`config.mk`:
```
export PLATFORM = sky130hd
export DESIGN_NAME = wb_uart_rx
export DESIGN_NICKNAME = d
export VERILOG_FILES = /design/src/rtl/wb_uart_rx.sv
export SDC_FILE = /design/constraint.sdc
export NUM_CORES = 1
export LEC_CHECK = 0
export CORE_MARGIN = 3
export CORE_UTILIZATION = 40
export CTS_CLUSTER_DIAMETER = 40
export DETAILED_ROUTE_END_ITERATION = 8
export PLACE_DENSITY = 0.66
export SKIP_CTS_REPAIR_TIMING = 1
export SYNTH_ARGS = -nofsm -noshare
export SYNTH_HDL_FRONTEND = slang
export SYNTH_SLANG_ARGS = --single-unit
```
`constraint.sdc`:
```
create_clock -name clk_i -period 4.05 [get_ports clk_i]
set_input_delay 0.81 -clock clk_i [delete_from_list [all_inputs] [get_ports clk_i]]
set_output_delay 0.81 -clock clk_i [all_outputs]
set_load 0.02 [all_outputs]
```
`src/rtl/wb_uart_rx.sv`:
```
// Wishbone-attached 8N1 UART receiver with a small receive FIFO,
// sticky overrun/framing flags and a maskable receive interrupt.
module wb_uart_rx #(
   parameter int WB_DATA_WIDTH = 32,
   parameter int WB_ADDR_WIDTH = 32,
   parameter int CLKS_PER_BIT  = 16,
   parameter int FIFO_DEPTH    = 8
) (
   input  logic                       clk_i,
   input  logic                       rst_i,
   input  logic [WB_ADDR_WIDTH-1:0]   wb_addr_i,
   input  logic [WB_DATA_WIDTH-1:0]   wb_data_i,
   input  logic [WB_DATA_WIDTH/8-1:0] wb_sel_i,
   input  logic                       wb_we_i,
   input  logic                       wb_cyc_i,
   input  logic                       wb_stb_i,
   output logic                       wb_ack_o,
   output logic [WB_DATA_WIDTH-1:0]   wb_data_o,
   input  logic                       uart_rx_i,
   output logic                       rx_irq_o
);

   localparam int PTR_W = (FIFO_DEPTH > 1) ? $clog2(FIFO_DEPTH) : 1;
   localparam int CNT_W = $clog2(FIFO_DEPTH) + 1;
   localparam int TMR_W = $clog2(CLKS_PER_BIT);
   localparam logic [TMR_W-1:0] HALF_LAST = TMR_W'(CLKS_PER_BIT / 2 - 1);
   localparam logic [TMR_W-1:0] BIT_LAST  = TMR_W'(CLKS_PER_BIT - 1);
   localparam logic [CNT_W-1:0] FULL_CNT  = CNT_W'(FIFO_DEPTH);

   typedef enum logic [1:0] {IDLE, START, DATA, STOP} state_t;

   state_t           state_reg, state_next;
   logic [TMR_W-1:0] timer_reg, timer_next;
   logic [2:0]       bit_idx_reg, bit_idx_next;
   logic [7:0]       shift_reg, shift_next;
   logic             sync1_reg, sync2_reg, rx_prev_reg;
   logic             rx_done, rx_ferr;

   logic [7:0]       mem [FIFO_DEPTH];
   logic [PTR_W-1:0] wr_ptr_reg, rd_ptr_reg;
   logic [CNT_W-1:0] count_reg;
   logic             empty, full, push_ok, pop;

   logic             ovr_reg, ovr_next;
   logic             ferr_reg, ferr_next;
   logic             irq_en_reg, irq_en_next;
   logic             ack_reg;
   logic [WB_DATA_WIDTH-1:0] rdata_reg, rdata_next;
   logic             req, wr_status, wr_ctrl;
   logic [1:0]       reg_sel;
   logic             unused_bits;

   assign unused_bits = ^{wb_sel_i, wb_addr_i[WB_ADDR_WIDTH-1:4], wb_addr_i[1:0],
                          wb_data_i[WB_DATA_WIDTH-1:4], wb_data_i[1]};

   // Two-flop synchroniser plus a delayed copy for falling-edge detection
   always_ff @(posedge clk_i or posedge rst_i) begin
      if (rst_i) begin
         sync1_reg   <= 1'b1;
         sync2_reg   <= 1'b1;
         rx_prev_reg <= 1'b1;
      end else begin
         sync1_reg   <= uart_rx_i;
         sync2_reg   <= sync1_reg;
         rx_prev_reg <= sync2_reg;
      end
   end

   always_ff @(posedge clk_i or posedge rst_i) begin
      if (rst_i) begin
         state_reg   <= IDLE;
         timer_reg   <= '0;
         bit_idx_reg <= '0;
         shift_reg   <= '0;
      end else begin
         state_reg   <= state_next;
         timer_reg   <= timer_next;
         bit_idx_reg <= bit_idx_next;
         shift_reg   <= shift_next;
      end
   end

   always_comb begin
      state_next   = state_reg;
      timer_next   = timer_reg + 1'b1;
      bit_idx_next = bit_idx_reg;
      shift_next   = shift_reg;
      rx_done      = 1'b0;
      rx_ferr      = 1'b0;
      unique case (state_reg)
         IDLE: begin
            timer_next = '0;
            if (rx_prev_reg && !sync2_reg)
               state_next = START;
         end
         START: begin
            if (timer_reg == HALF_LAST) begin
               timer_next   = '0;
               bit_idx_next = '0;
               state_next   = sync2_reg ? IDLE : DATA;
            end
         end
         DATA: begin
            if (timer_reg == BIT_LAST) begin
               timer_next   = '0;
               shift_next   = {sync2_reg, shift_reg[7:1]};
               bit_idx_next = bit_idx_reg + 3'd1;
               if (bit_idx_reg == 3'd7)
                  state_next = STOP;
            end
         end
         STOP: begin
            if (timer_reg == BIT_LAST) begin
               timer_next = '0;
               state_next = IDLE;
               if (sync2_reg)
                  rx_done = 1'b1;
               else
                  rx_ferr = 1'b1;
            end
         end
         default: state_next = IDLE;
      endcase
   end

   assign req       = wb_cyc_i & wb_stb_i & ~ack_reg;
   assign reg_sel   = wb_addr_i[3:2];
   assign wr_status = req & wb_we_i & (reg_sel == 2'd1);
   assign wr_ctrl   = req & wb_we_i & (reg_sel == 2'd2);
   assign empty     = (count_reg == '0);
   assign full      = (count_reg == FULL_CNT);
   assign pop       = req & ~wb_we_i & (reg_sel == 2'd0) & ~empty;
   // A full FIFO still accepts a byte when a pop frees a slot in the same cycle
   assign push_ok   = rx_done & (~full | pop);

   always_ff @(posedge clk_i) begin
      if (push_ok)
         mem[wr_ptr_reg] <= shift_reg;
   end

   always_ff @(posedge clk_i or posedge rst_i) begin
      if (rst_i) begin
         wr_ptr_reg <= '0;
         rd_ptr_reg <= '0;
         count_reg  <= '0;
      end else begin
         if (push_ok)
            wr_ptr_reg <= wr_ptr_reg + 1'b1;
         if (pop)
            rd_ptr_reg <= rd_ptr_reg + 1'b1;
         case ({push_ok, pop})
            2'b10:   count_reg <= count_reg + 1'b1;
            2'b01:   count_reg <= count_reg - 1'b1;
            default: count_reg <= count_reg;
         endcase
      end
   end

   // Receiver-side sets win over a simultaneous write-one-to-clear
   always_comb begin
      ovr_next    = ovr_reg;
      ferr_next   = ferr_reg;
      irq_en_next = irq_en_reg;
      if (wr_status && wb_data_i[2])
         ovr_next = 1'b0;
      if (rx_done && full && !pop)
         ovr_next = 1'b1;
      if (wr_status && wb_data_i[3])
         ferr_next = 1'b0;
      if (rx_ferr)
         ferr_next = 1'b1;
      if (wr_ctrl)
         irq_en_next = wb_data_i[0];
   end

   always_comb begin
      rdata_next = '0;
      if (req && !wb_we_i) begin
         case (reg_sel)
            2'd0: begin
               if (!empty) begin
                  rdata_next[31]  = 1'b1;
                  rdata_next[7:0] = mem[rd_ptr_reg];
               end
            end
            2'd1: begin
               rdata_next[0]         = ~empty;
               rdata_next[1]         = full;
               rdata_next[2]         = ovr_reg;
               rdata_next[3]         = ferr_reg;
               rdata_next[8 +: CNT_W] = count_reg;
            end
            2'd2:    rdata_next[0] = irq_en_reg;
            default: rdata_next = '0;
         endcase
      end
   end

   always_ff @(posedge clk_i or posedge rst_i) begin
      if (rst_i) begin
         ovr_reg    <= 1'b0;
         ferr_reg   <= 1'b0;
         irq_en_reg <= 1'b0;
         ack_reg    <= 1'b0;
         rdata_reg  <= '0;
      end else begin
         ovr_reg    <= ovr_next;
         ferr_reg   <= ferr_next;
         irq_en_reg <= irq_en_next;
         ack_reg    <= req;
         rdata_reg  <= rdata_next;
      end
   end

   assign wb_ack_o  = ack_reg;
   assign wb_data_o = rdata_reg;
   assign rx_irq_o  = irq_en_reg & (~empty | ovr_reg | ferr_reg);

endmodule

```
# Word level (Yosys, flattened, before mapping)
# Memory sizes are Yosys's and may differ from the RTL's.
# Cells that the tools add are included.
# totals
mem_count	1
out_inout_bits	34
input_bits	74
elab_cells	109
mem_bits_rw	64
regBits	66
# memory_table
memory	depth	width	read_ports	rd_ports_with_merged_regs	wr	line	rtl
mem	8	8	1	0	1	39	logic [7:0] mem [FIFO_DEPTH];
# classes
reduce_logical	20
eq_ne	16
n_addsub	6
n_mux	34
n_bitwise	17
# ops
operator	n
$mux W32	1
$mux W4	4
$mux W1	14
$mux W2	6
$pmux W3 S2	2
$pmux W4 S3	1
$and A1 B1 Y1	10
$ne A2 B2 Y1 const B	5
$add A3 B1 Y3 const B	3
$add A4 B1 Y4 const B	2
$eq A2 B2 Y1 const B	4
$eq A4 B4 Y1 const B	2
$mux W8	1
$pmux W2 S4	1
$pmux W4 S2	1
$reduce_bool A2 Y1	4
$eq A2 B1 Y1 const B	3
$logic_and A1 B1 Y1	6
$mux W3	2
$reduce_and A5 Y1	1
$eq A4 B3 Y1 const B	1
$logic_not A2 Y1	2
$logic_not A4 Y1	1
$not A1 Y1	4
8 further kinds	12

# Longest topological paths before layout
# logic_depth
ltp_word	9
ltp_mapped	11
ltp_nobuf	10

# Worst setup path before layout
# OpenSTA, ideal clock, no wires.
# synth_timing
kind	input to register
from	input wb_we_i
to	memory mem[1][0] (enable)
arrival_ps	2264
path_slack_ps	1403
n_path_buf	1
setup_ps	383
required_time_ps	3667
cell_stages	4
path_cell_list	buf_2 o41ai_1 nand3_1 nor3_1
# synth_between
elab_chain_len	8
# synth_lines
element	line	rtl
start, declared	14	input logic wb_we_i,
$not A1 Y1	132	assign pop = req & ~wb_we_i & (reg_sel == 2'd0) & ~empty;
$and A1 B1 Y1 (3 in series)	132	
$or A1 B1 Y1	134	assign push_ok = rx_done & (~full | pop);
$and A1 B1 Y1	134	
$mux W1	137	if (push_ok)
$mux W1 (implied by the code)	138	mem[wr_ptr_reg] <= shift_reg;
end, declared	39	
# No other way between the ends.

# Final worst setup path
# layout_timing
from	input wb_stb_i
to	memory mem[3][1] (enable)
# layout_between
elab_chain_len	9
# layout_lines
element	line	rtl
start, declared	16	input logic wb_stb_i,
$and A1 B1 Y1 (2 in series)	126	assign req = wb_cyc_i & wb_stb_i & ~ack_reg;
$and A1 B1 Y1 (3 in series)	132	
$or A1 B1 Y1	134	
$and A1 B1 Y1	134	
$mux W1	137	
$mux W1 (implied by the code)	138	
# No other way between the ends.

==> summary.txt <==
Floorplan
  – Initial core utilization: 0.420
  – Die area: 13,000 um^2
  – Core ar.: 11,100 um^2
  – DIE HEIGHT: 114 um
  – Cell Rows: 38
  – DIE WIDTH: 114 um
  – IO Pins: 108

Routing
  – Initial drt markers: 207
  – DRT Pass-1 Iters: 4
  – Final ANT Viol Nets: 0
  – Routed wire length: 8.29 mm
  – Routed WL per cell: 17.3 um
  – Vias: 2,501
  – Via density: 5.22
  – # DRC: 0

Power
  – Switching share of power: 0.230
  – Power per cell area: 497 nW/um^2
  – NetSw: 0.617 mW
  – Register share of total power: 0.504
  – Int Pwr: 2.07 mW
  – Clk network pwr share: 0.396
  – Comb pwr share: 0.100
  – Leakage power: 2.06 nW
  – Maximum vdd drop: 0.321 mV

Worst hold path
  – Hold_sp: sync1_reg
  – Hold Path Class: reg -> reg

Global routing
  – GRT Util Overall: 0.134
  – GRT Residual Overflow: 0
  – First-pass GRT wire length: 13.4 mm
  – Vias in the first global route: 2,525
  – Largest net degree at the start of global routing: 48
  – Antenna violations before repair: 0

Setup path
  – Worst path arrival time: 3.06 ns
  – Worst r2r src: timer_reg[0]
  – Crit Path Max Fanout: 6
  – Crit Path Category: in -> reg
  – Required time of the critical path: 4.10 ns
  – Crit. End Element: flop
  – Worst Setup Start Kind: input port
  – Crit. Startpoint: wb_stb_i

Clock network
  – # H-tree levels: 3
  – Clock tree buffer depth: 2
  – Root Driver: clkbuf_16
  – CTS tree: yes
  – CTS sink cnt: 111
  – TritonCTS buffer count: 9
  – Reg clk slew, reported paths: 0.07 ns
  – Worst-Skew Late Latency: 0.34 ns

Cells and area
  – Nets@finish: 414
  – Seq. cell area: 3100 um^2
  – Multi-input gate area: 1410 um^2
  – Area delta synth->final: 15.4%
  – Antenna cell count: 0
  – Fill cells: 947
  – Max reg flops: 64
  – Core Util, Final: 0.485
  – Proportion of layout cells with a drive suffix above 1: 0.180

STA
  – Fmax: 332 MHz
  – Clock Skew: 0.00799 ns
  – Setup TNS: 0 ns
  – Min Tclk post-route: 3.01 ns
  – Final setup vio count: 0
  – Final Hold Fails: 0
  – Final worst-path cycle share: 0.744
  – RSZ-0062 raised after global routing: no
  – Slew @ Worst Pin: 1.05 ns
  – Slew HR: 0.299
  – Slew Limit Fails: 0

Synth
  – Synth Register Bits: 111
  – Post-synth top flop: edfxtp_1
  – Synthesized area per cell: 15.4 um^2
  – Post-synthesis sequential area ratio: 0.663
  – Cells after synthesis: 304
  – Post-synth EDFFs: 64
  – Synth Cell Area: 4680 um^2
  – Netlist cell types: 51
  – Yosys warns: 0
  – Ys async rst share: 0.423

Place
  – Buffers on Ports: 25
  – Placer Congestion: 0.701
  – DP Wirelength: 5.32 mm

Flow run
  – Max Cap Viol: 0

Outcome
  – Status: finished, final reports clean
[synth_stat cells (all sizes together), types with 2 or more instances]
cell | n | share of area
xnor2 | 7 | 0.013
edfxtp | 64 | 0.41
nand3 | 11 | 0.013
nor3 | 5 | 0.0053
o22ai | 2 | 0.0027
nand3b | 2 | 0.0032
nor2b | 2 | 0.0027
dfstp | 3 | 0.017
a21oi | 9 | 0.0096
nor4 | 4 | 0.0053
inv | 4 | 0.0032
nand2 | 9 | 0.0072
nor2 | 21 | 0.017
ha | 6 | 0.016
nand2b | 3 | 0.0040
nor4b | 2 | 0.0064
a21o | 2 | 0.0032
mux4 | 16 | 0.077
o21ai | 7 | 0.0075
dfrtp | 44 | 0.24
and2 | 5 | 0.0067
mux2i | 9 | 0.019
clkbuf | 4 | 0.0032
buf | 29 | 0.042
mux2 | 14 | 0.035
o41ai | 2 | 0.0037
[worst paths after layout]
check                               end  slack (ns)  cells past startpoint
min                           sync2_reg        0.36                      0
min in group asynchronous  shift_reg[2]        1.04                      2
max in group asynchronous  wb_data_o[2]        2.39                      2
max                           mem[3][1]        1.04                      6
min reg2reg                   sync2_reg        0.36                      0
max reg2reg                   mem[3][1]        1.38                      6
[layout make-up]
cell class | instances | area share
sequential | 111 | 0.575
tap | 140 | 0.0325
multi-input combinational | 173 | 0.262
clock buffer | 11 | 0.0450
timing repair buffer | 34 | 0.0589
clock inverter | 5 | 0.0239
inverter | 5 | 0.00348
[placed cells by master (no fill, tap or decap), types with 6 or more instances in the layout]
| cell | n |
|---|---|
| edfxtp_1 | 64 |
| dfrtp_1 | 44 |
| clkdlybuf4s50_1 | 25 |
| nor2_1 | 21 |
| conb_1 | 19 |
| mux4_2 | 16 |
| mux2_2 | 12 |
| nand3_1 | 10 |
| nand2_1 | 9 |
| a21oi_1 | 9 |
| mux2i_1 | 9 |
| clkbuf_16 | 9 |
| buf_4 | 9 |
| xnor2_1 | 7 |
| ha_1 | 6 |
[kinds of logic after synthesis]
kind of cell / count (synthesis) / share of synthesized area
DFF: 111 / 0.663
and+or+nand+nor: 70 / 0.0813
muxes: 39 / 0.131
buffers and inverters: 38 / 0.0495
AOI/OAI and AO/OA: 31 / 0.0433
xor gates and xnor gates: 8 / 0.0150
adders and majority gates: 6 / 0.0161
other: 1 / 0.000802
[per-layer routing]
layer | share of wire | vias to the layer above | GRT usage | wire length (um)
li1 | - | 1157 | - | -
met1 | 0.43 | 1276 | 0.176 | 3600
met2 | 0.51 | 60 | 0.226 | 4240
met3 | 0.039 | 8 | 0.0211 | 325
met4 | 0.014 | 0 | 0.0499 | 120
met5 | 0 | - | 0 | 0
[worst max-delay path, stage by stage]
cell and delay, ns:
clkdlybuf4s50_1 0.47, nand3b_1 0.20, o41ai_1 0.55, nand3_1 0.26
nor2_1 0.51, buf_4 0.26
[per-stage QoR]
step                      hold slack (ns)  setup slack, ns  cells  power (mW)  instance area [um^2]
after floorplan                     0.345             1.40    322        1.59                  4740
after global placement              0.346            0.752    463        1.63                  5020
after detailed placement            0.348            0.680    463        1.64                  5020
after CTS                           0.358             1.03    479        2.71                  5400
after global routing                0.365            0.865    479        2.79                  5400
final                               0.358             1.04    479        2.68                  5400
[power groups by stage]
stage | registers, mW | logic, mW | clock network [mW]
finish | 1.35 | 0.268 | 1.06
global route | 1.37 | 0.300 | 1.13
floorplan | 1.30 | 0.291 | 0
global placement | 1.37 | 0.260 | 0
detailed placement | 1.37 | 0.267 | 0
CTS | 1.35 | 0.271 | 1.08
No activity file was read; power rests on OpenSTA's default activity.
